$ cat src/rtl/jamma_input_scan_pkg.sv
// Shared sizing helpers and legal parameter ranges for the JAMMA input scanner.
package jamma_input_scan_pkg;

    localparam int NUM_PLAYERS_MIN = 2;
    localparam int NUM_PLAYERS_MAX = 4;
    localparam int SETTLE_MIN      = 0;
    localparam int SETTLE_MAX      = 255;
    localparam int DEBOUNCE_MIN    = 1;
    localparam int DEBOUNCE_MAX    = 15;

    // Slot counter is sized for the largest legal SETTLE so every configuration shares one width.
    localparam int SLOT_W = 8;

    // Width of the player-select index driven to the external multiplexer.
    function automatic int sel_width(input int num_players);
        return (num_players > 1) ? $clog2(num_players) : 1;
    endfunction

    // Width of a per-bit debounce counter able to hold 0..debounce.
    function automatic int debounce_width(input int debounce);
        return $clog2(debounce + 1);
    endfunction

endpackage

$ cat src/rtl/jamma_input_scan_debounce_bit.sv
// One debounced joystick bit: flips only after DEBOUNCE consecutive disagreeing samples.
module jamma_debounce_bit
    import jamma_input_scan_pkg::*;
#(
    parameter int DEBOUNCE = 4
) (
    input  logic I_CLK,
    input  logic I_RESET_N,
    input  logic I_SAMPLE_EN,
    input  logic I_SAMPLE,
    output logic O_Q
);

    localparam int               CNT_W    = debounce_width(DEBOUNCE);
    localparam logic [CNT_W-1:0] CNT_LAST = CNT_W'(DEBOUNCE - 1);

    logic [CNT_W-1:0] cnt;

    // Agreeing samples clear the run; the DEBOUNCE-th disagreeing sample in a row flips the output.
    always_ff @(posedge I_CLK) begin
        if (!I_RESET_N) begin
            O_Q <= 1'b1;
            cnt <= '0;
        end else if (I_SAMPLE_EN) begin
            if (I_SAMPLE == O_Q) begin
                cnt <= '0;
            end else if (cnt == CNT_LAST) begin
                O_Q <= ~O_Q;
                cnt <= '0;
            end else begin
                cnt <= cnt + CNT_W'(1);
            end
        end
    end

endmodule

$ cat src/rtl/jamma_input_scan.sv
// Multiplexed JAMMA joystick scanner with per-bit debounce and independent coin stretchers.
module jamma_input_scan
    import jamma_input_scan_pkg::*;
#(
    parameter int NUM_PLAYERS  = 2,
    parameter int JOY_BITS     = 8,
    parameter int SETTLE       = 3,
    parameter int DEBOUNCE     = 4,
    parameter int COIN_STRETCH = 16
) (
    input  logic                              I_CLK,
    input  logic                              I_RESET_N,
    input  logic [JOY_BITS-1:0]               I_JJOY,
    input  logic [JOY_BITS-1:0]               I_LOCAL_JOY,
    input  logic [NUM_PLAYERS-1:0]            I_COIN_N,
    output logic [sel_width(NUM_PLAYERS)-1:0] O_JSELECT,
    output logic [NUM_PLAYERS*JOY_BITS-1:0]   O_JOY,
    output logic [NUM_PLAYERS-1:0]            O_COIN_N,
    output logic                              O_SCAN_DONE
);

    localparam int                SEL_W     = sel_width(NUM_PLAYERS);
    localparam logic [SLOT_W-1:0] SLOT_LAST = SLOT_W'(SETTLE);
    localparam logic [SEL_W-1:0]  SEL_LAST  = SEL_W'(NUM_PLAYERS - 1);
    localparam int                STR_W     = $clog2(COIN_STRETCH + 1);
    localparam logic [STR_W-1:0]  STR_LOAD  = STR_W'(COIN_STRETCH - 1);

    if (NUM_PLAYERS < NUM_PLAYERS_MIN || NUM_PLAYERS > NUM_PLAYERS_MAX) begin : g_bad_players
        $error("jamma_input_scan: NUM_PLAYERS out of range");
    end
    if (SETTLE < SETTLE_MIN || SETTLE > SETTLE_MAX) begin : g_bad_settle
        $error("jamma_input_scan: SETTLE out of range");
    end
    if (DEBOUNCE < DEBOUNCE_MIN || DEBOUNCE > DEBOUNCE_MAX) begin : g_bad_debounce
        $error("jamma_input_scan: DEBOUNCE out of range");
    end

    logic [SLOT_W-1:0]      slot_cnt;
    logic                   sample_en;
    logic [JOY_BITS-1:0]    sample_bus;
    logic [NUM_PLAYERS-1:0] coin_meta;
    logic [NUM_PLAYERS-1:0] coin_sync;
    logic [NUM_PLAYERS-1:0] coin_prev;

    // The bus has settled on the last clock of the slot; that is the only clock it is sampled.
    assign sample_en = (slot_cnt == SLOT_LAST);

    // Slot timing, round-robin player select and the end-of-cycle strobe.
    always_ff @(posedge I_CLK) begin
        if (!I_RESET_N) begin
            slot_cnt    <= '0;
            O_JSELECT   <= '0;
            O_SCAN_DONE <= 1'b0;
        end else begin
            O_SCAN_DONE <= sample_en && (O_JSELECT == SEL_LAST);
            if (sample_en) begin
                slot_cnt  <= '0;
                O_JSELECT <= (O_JSELECT == SEL_LAST) ? '0 : O_JSELECT + SEL_W'(1);
            end else begin
                slot_cnt <= slot_cnt + SLOT_W'(1);
            end
        end
    end

    // Player 0 also sees the cabinet-local stick; both are active low, so AND merges presses.
    always_comb begin
        sample_bus = I_JJOY;
        if (O_JSELECT == '0) begin
            sample_bus = I_JJOY & I_LOCAL_JOY;
        end
    end

    for (genvar p = 0; p < NUM_PLAYERS; p++) begin : g_player
        logic player_en;
        assign player_en = sample_en && (O_JSELECT == SEL_W'(p));

        for (genvar b = 0; b < JOY_BITS; b++) begin : g_bit
            jamma_debounce_bit #(
                .DEBOUNCE (DEBOUNCE)
            ) u_debounce_bit (
                .I_CLK       (I_CLK),
                .I_RESET_N   (I_RESET_N),
                .I_SAMPLE_EN (player_en),
                .I_SAMPLE    (sample_bus[b]),
                .O_Q         (O_JOY[p*JOY_BITS + b])
            );
        end
    end

    // Two-flop synchroniser for the asynchronous coin switches, plus a delayed copy for edge detect.
    always_ff @(posedge I_CLK) begin
        if (!I_RESET_N) begin
            coin_meta <= '1;
            coin_sync <= '1;
            coin_prev <= '1;
        end else begin
            coin_meta <= I_COIN_N;
            coin_sync <= coin_meta;
            coin_prev <= coin_sync;
        end
    end

    for (genvar c = 0; c < NUM_PLAYERS; c++) begin : g_coin
        logic             coin_fall;
        logic [STR_W-1:0] stretch_cnt;
        logic             coin_out_n;

        assign coin_fall   = coin_prev[c] & ~coin_sync[c];
        assign O_COIN_N[c] = coin_out_n;

        // A fresh falling edge (re)loads the stretch; output stays low while stretching or held low.
        always_ff @(posedge I_CLK) begin
            if (!I_RESET_N) begin
                stretch_cnt <= '0;
                coin_out_n  <= 1'b1;
            end else begin
                if (coin_fall) begin
                    stretch_cnt <= STR_LOAD;
                end else if (stretch_cnt != '0) begin
                    stretch_cnt <= stretch_cnt - STR_W'(1);
                end
                coin_out_n <= ~(coin_fall || (stretch_cnt != '0) || !coin_sync[c]);
            end
        end
    end

endmodule

$ cat config.mk
export PLATFORM = sky130hd
export DESIGN_NAME = jamma_input_scan
export DESIGN_NICKNAME = d
export VERILOG_FILES = /design/src/rtl/jamma_input_scan_pkg.sv /design/src/rtl/jamma_input_scan_debounce_bit.sv /design/src/rtl/jamma_input_scan.sv
export SDC_FILE = /design/constraint.sdc
export NUM_CORES = 1
export LEC_CHECK = 0
export CELL_PAD_IN_SITES_DETAIL_PLACEMENT = 1
export CELL_PAD_IN_SITES_GLOBAL_PLACEMENT = 1
export CORE_MARGIN = 5
export CORE_UTILIZATION = 48
export DETAILED_ROUTE_END_ITERATION = 10
export PLACE_DENSITY = 0.93
export SLEW_MARGIN = 20
export SYNTH_ARGS = -nofsm -noshare
export SYNTH_HDL_FRONTEND = slang
export SYNTH_SLANG_ARGS = --single-unit
$ cat constraint.sdc
create_clock -name I_CLK -period 6.1 [get_ports I_CLK]
set_clock_uncertainty 0.1 [all_clocks]
set_input_delay 0.915 -clock I_CLK [delete_from_list [all_inputs] [get_ports I_CLK]]
set_output_delay 0.915 -clock I_CLK [all_outputs]
set_load 0.01 [all_outputs]
==> results.sh <==
export IMPL_status="completed"
export IMPL_worst_path_max_delay_cell="dfxtp_1"
export IMPL_area_delta_synth_final_pct=12.2
export IMPL_clock_tree_htree_level_count=3
export IMPL_max_clock_freq_ghz=0.352
export IMPL_share_of_final_layout_standard_cells_stronger_than_drive_strength_1_pct=9.84
export IMPL_worstHoldPathCells=1
export IMPL_hold_violations=0
export IMPL_routed_wirelength_um=11800
export IMPL_cts_path_max_buffers=2
export IMPL_first_pass_iters=4
export IMPL_finalInstanceArea_mm2=0.00491
export IMPL_antenna_cells_inserted=0
export IMPL_finalMaxSlewViolations=0
export IMPL_grt_antenna_before_repair=0
export IMPL_power_total_mw=1.37
export IMPL_cts_buffers=9
export IMPL_synthCells=477
export IMPL_setup_violations=0
export IMPL_worstRegToRegCells=4
export IMPL_path_cells="clkdlybuf4s50_1"
export IMPL_global_route_usage_total_pct=21.8
export IMPL_drt_iter0_drc=217
export IMPL_rr_startpoint="O_JSELECT"
export IMPL_async_reset_ff_share_pct=0
export IMPL_cts_sinks=92
export IMPL_vias_in_the_first_global_route=4016
export IMPL_clock_latency_ns=0.37
export IMPL_route_detailed_wl_per_inst_um=19.8
export IMPL_min_from="coin_meta[1]"
export IMPL_mostFrequentLayoutCells="dfxtp_1 (92), nand2_1 (55), clkdlybuf4s50_1 (38)"
export IMPL_cts_hold_fix_buffers=0
export IMPL_syn_cell_area_mm2=0.00438
export IMPL_unrepaired_setup_endpoints_after_global_routing="false"
export IMPL_post_cts_resized_instances=0
export IMPL_global_route_overflow_total=0
export IMPL_worstPathBufferInverterCount=1
export IMPL_power_density_mw_per_mm2=279
export IMPL_whs_endpoint="coin_sync[1]"
export IMPL_critPathLaunchType="flop"
export IMPL_grt_first_pass_wirelength_um=19900
export IMPL_die_height_um=106
export IMPL_postPlaceCellArea_mm2=0.00468
export IMPL_clock_transition_time_at_the_flip_flop_clock_pins_of_the_worst_setup_and_hold_paths_ns=0.10
export IMPL_ioPinCount=40
export IMPL_hpwl_um=7450
export IMPL_post_route_min_period_ns=2.84
export IMPL_slowest_delay_ns=0.78
export IMPL_hold_path_class="reg2reg"
export IMPL_std_cell_rows=34
export IMPL_postSynth_topFlopCell="dfxtp_1"
export IMPL_ir_drop_uv=115
export IMPL_synth_edff_count=0
export IMPL_final_common_cell="dfxtp_1"
export IMPL_synth_ff_latch_count=92
export IMPL_die_area_mm2=0.0111
export IMPL_worst_ep_arrival_time_ns=1.82
export IMPL_grt_max_degree=96
export IMPL_crit_path_max_fanout=14
export IMPL_worst_r2r_setup_slack_ns=3.30
export IMPL_layout_nets=522
export IMPL_ant_nets=0
export IMPL_path_delay_family="flip-flops"
export IMPL_ys_warnings_count=0
export IMPL_cp_end_kind="output port"
export IMPL_cts_tree="built"
export IMPL_timing_slew_headroom_pct=29.6
export IMPL_worst_r2r_endpoint="g_player[1].g_bit[6].u_debounce_bit.cnt[2]"
export IMPL_gpl_final_weighted_congestion=0.739
export IMPL_io_buffer_count=39
export IMPL_max_cap_violations=0
export IMPL_power_leakage_nw=1.74
export IMPL_drc_errors=0
export IMPL_crit_required_ns=5.08
export IMPL_core_area_mm2=0.00881
export IMPL_sum_neg_setup_slack_ns=0
export IMPL_timing_worst_setup_path_type="reg2out"
export IMPL_yosysSeqAreaShare_pct=42.1
export IMPL_avg_inst_size_synth_um2=9.18
export IMPL_timing_worst_slew_pin_value_ns=1.04
export IMPL_cts_root_buffer_cell="clkbuf_8"
export IMPL_final_hold_worst_slack_ns=0.325
export IMPL_final_min_period_over_clock_period_pct=46.5
export IMPL_postSynthNetCount=516
export IMPL_initial_utilization_pct=49.7
export IMPL_die_width_um=106
export IMPL_worstSetupPathDepth=1
export IMPL_drt_vias_per_instance=6.19
export IMPL_vias=3690
export IMPL_post_cts_setup_buffers=0
export IMPL_synth_distinct_cells=49
[Yosys cell counts, drive strengths merged, types with 11 or more instances]
cell | instances | area (um^2)
clkbuf | 21 | 78.8
o22ai | 21 | 131
ha | 19 | 238
dfxtp | 92 | 1840
nor2 | 12 | 47.6
nand2 | 55 | 206
buf | 27 | 184
nor2b | 17 | 106
a21oi | 12 | 60.1
nand4 | 17 | 106
nand2b | 11 | 68.8
xor2 | 18 | 158
or2 | 16 | 100
o32ai | 22 | 238
or4 | 12 | 93.8
o21ai | 17 | 85.1
a31oi | 11 | 68.8
[worst max-delay path by stage]
stage	startpoint	end
finish	O_JSELECT	O_JSELECT
floorplan	I_RESET_N	g_player[0].g_bit[0].u_debounce_bit.cnt[0]
CTS	slot_cnt[0]	g_player[0].g_bit[7].u_debounce_bit.cnt[1]
global placement	I_RESET_N	g_player[0].g_bit[3].u_debounce_bit.cnt[0]
global route	O_JSELECT	g_player[1].g_bit[2].u_debounce_bit.cnt[2]
detailed placement	I_RESET_N	g_player[1].g_bit[3].u_debounce_bit.cnt[0]
[kinds of logic (layout without fill, tap and decap cells)]
group | count (synthesis) | after routing | synth area share (%)
AO/OA/AOI/OAI | 114 | 114 | 19.0
XOR/XNOR | 20 | 20 | 4.00
adder cells (fa/ha/maj) | 19 | 19 | 5.43
buffers and inverters | 57 | 68 | 6.77
flip-flops | 92 | 92 | 42.1
multiplexers | 3 | 3 | 0.686
AND/OR/NAND/NOR | 172 | 172 | 22.0
[registers in the layout, summed over array words and instances, names as in the netlist]
name,cells
g_coin.stretch_cnt,10
coin_prev,2
g_player.g_bit.u_debounce_bit.cnt,48
g_coin.coin_out_n,2
slot_cnt,8
g_player.g_bit.u_debounce_bit.O_Q,16
coin_meta,2
coin_sync,2
O_JSELECT,1
O_SCAN_DONE,1
[layout make-up]
cell class | instances | area [um^2]
fill | 1015 | 3890
multi-input combinational | 328 | 2260
sequential | 92 | 1840
timing repair buffer | 43 | 415
clock buffer | 10 | 138
tap | 108 | 135
clock inverter | 6 | 87.6
inverter | 9 | 33.8
[layer usage]
layer	global-route usage, %	share of wire, %	vias to the layer above
li1	-	-	1762
met1	26.4	44	1816
met2	37.3	50	79
met3	3.36	3.6	33
met4	11.1	3.2	0
met5	0	0	-
[power by group]
group          leakage, nW  switching [mW]  internal, mW  total, mW
Combinational        0.892           0.129         0.102      0.231
Clock                0.105           0.226         0.241      0.467
Sequential           0.747          0.0329         0.639      0.672
[per-stage QoR]
stage | instances | setup WS, ns | utilization (%)
floorplan | 477 | 3.73 | -
global placement | 580 | 3.33 | 53.2
detailed placement | 580 | 3.21 | 53.2
CTS | 596 | 3.19 | 55.7
global route | 596 | 3.18 | 55.8
finish | 596 | 3.26 | 55.8
Power figures use the tool's default switching activity.
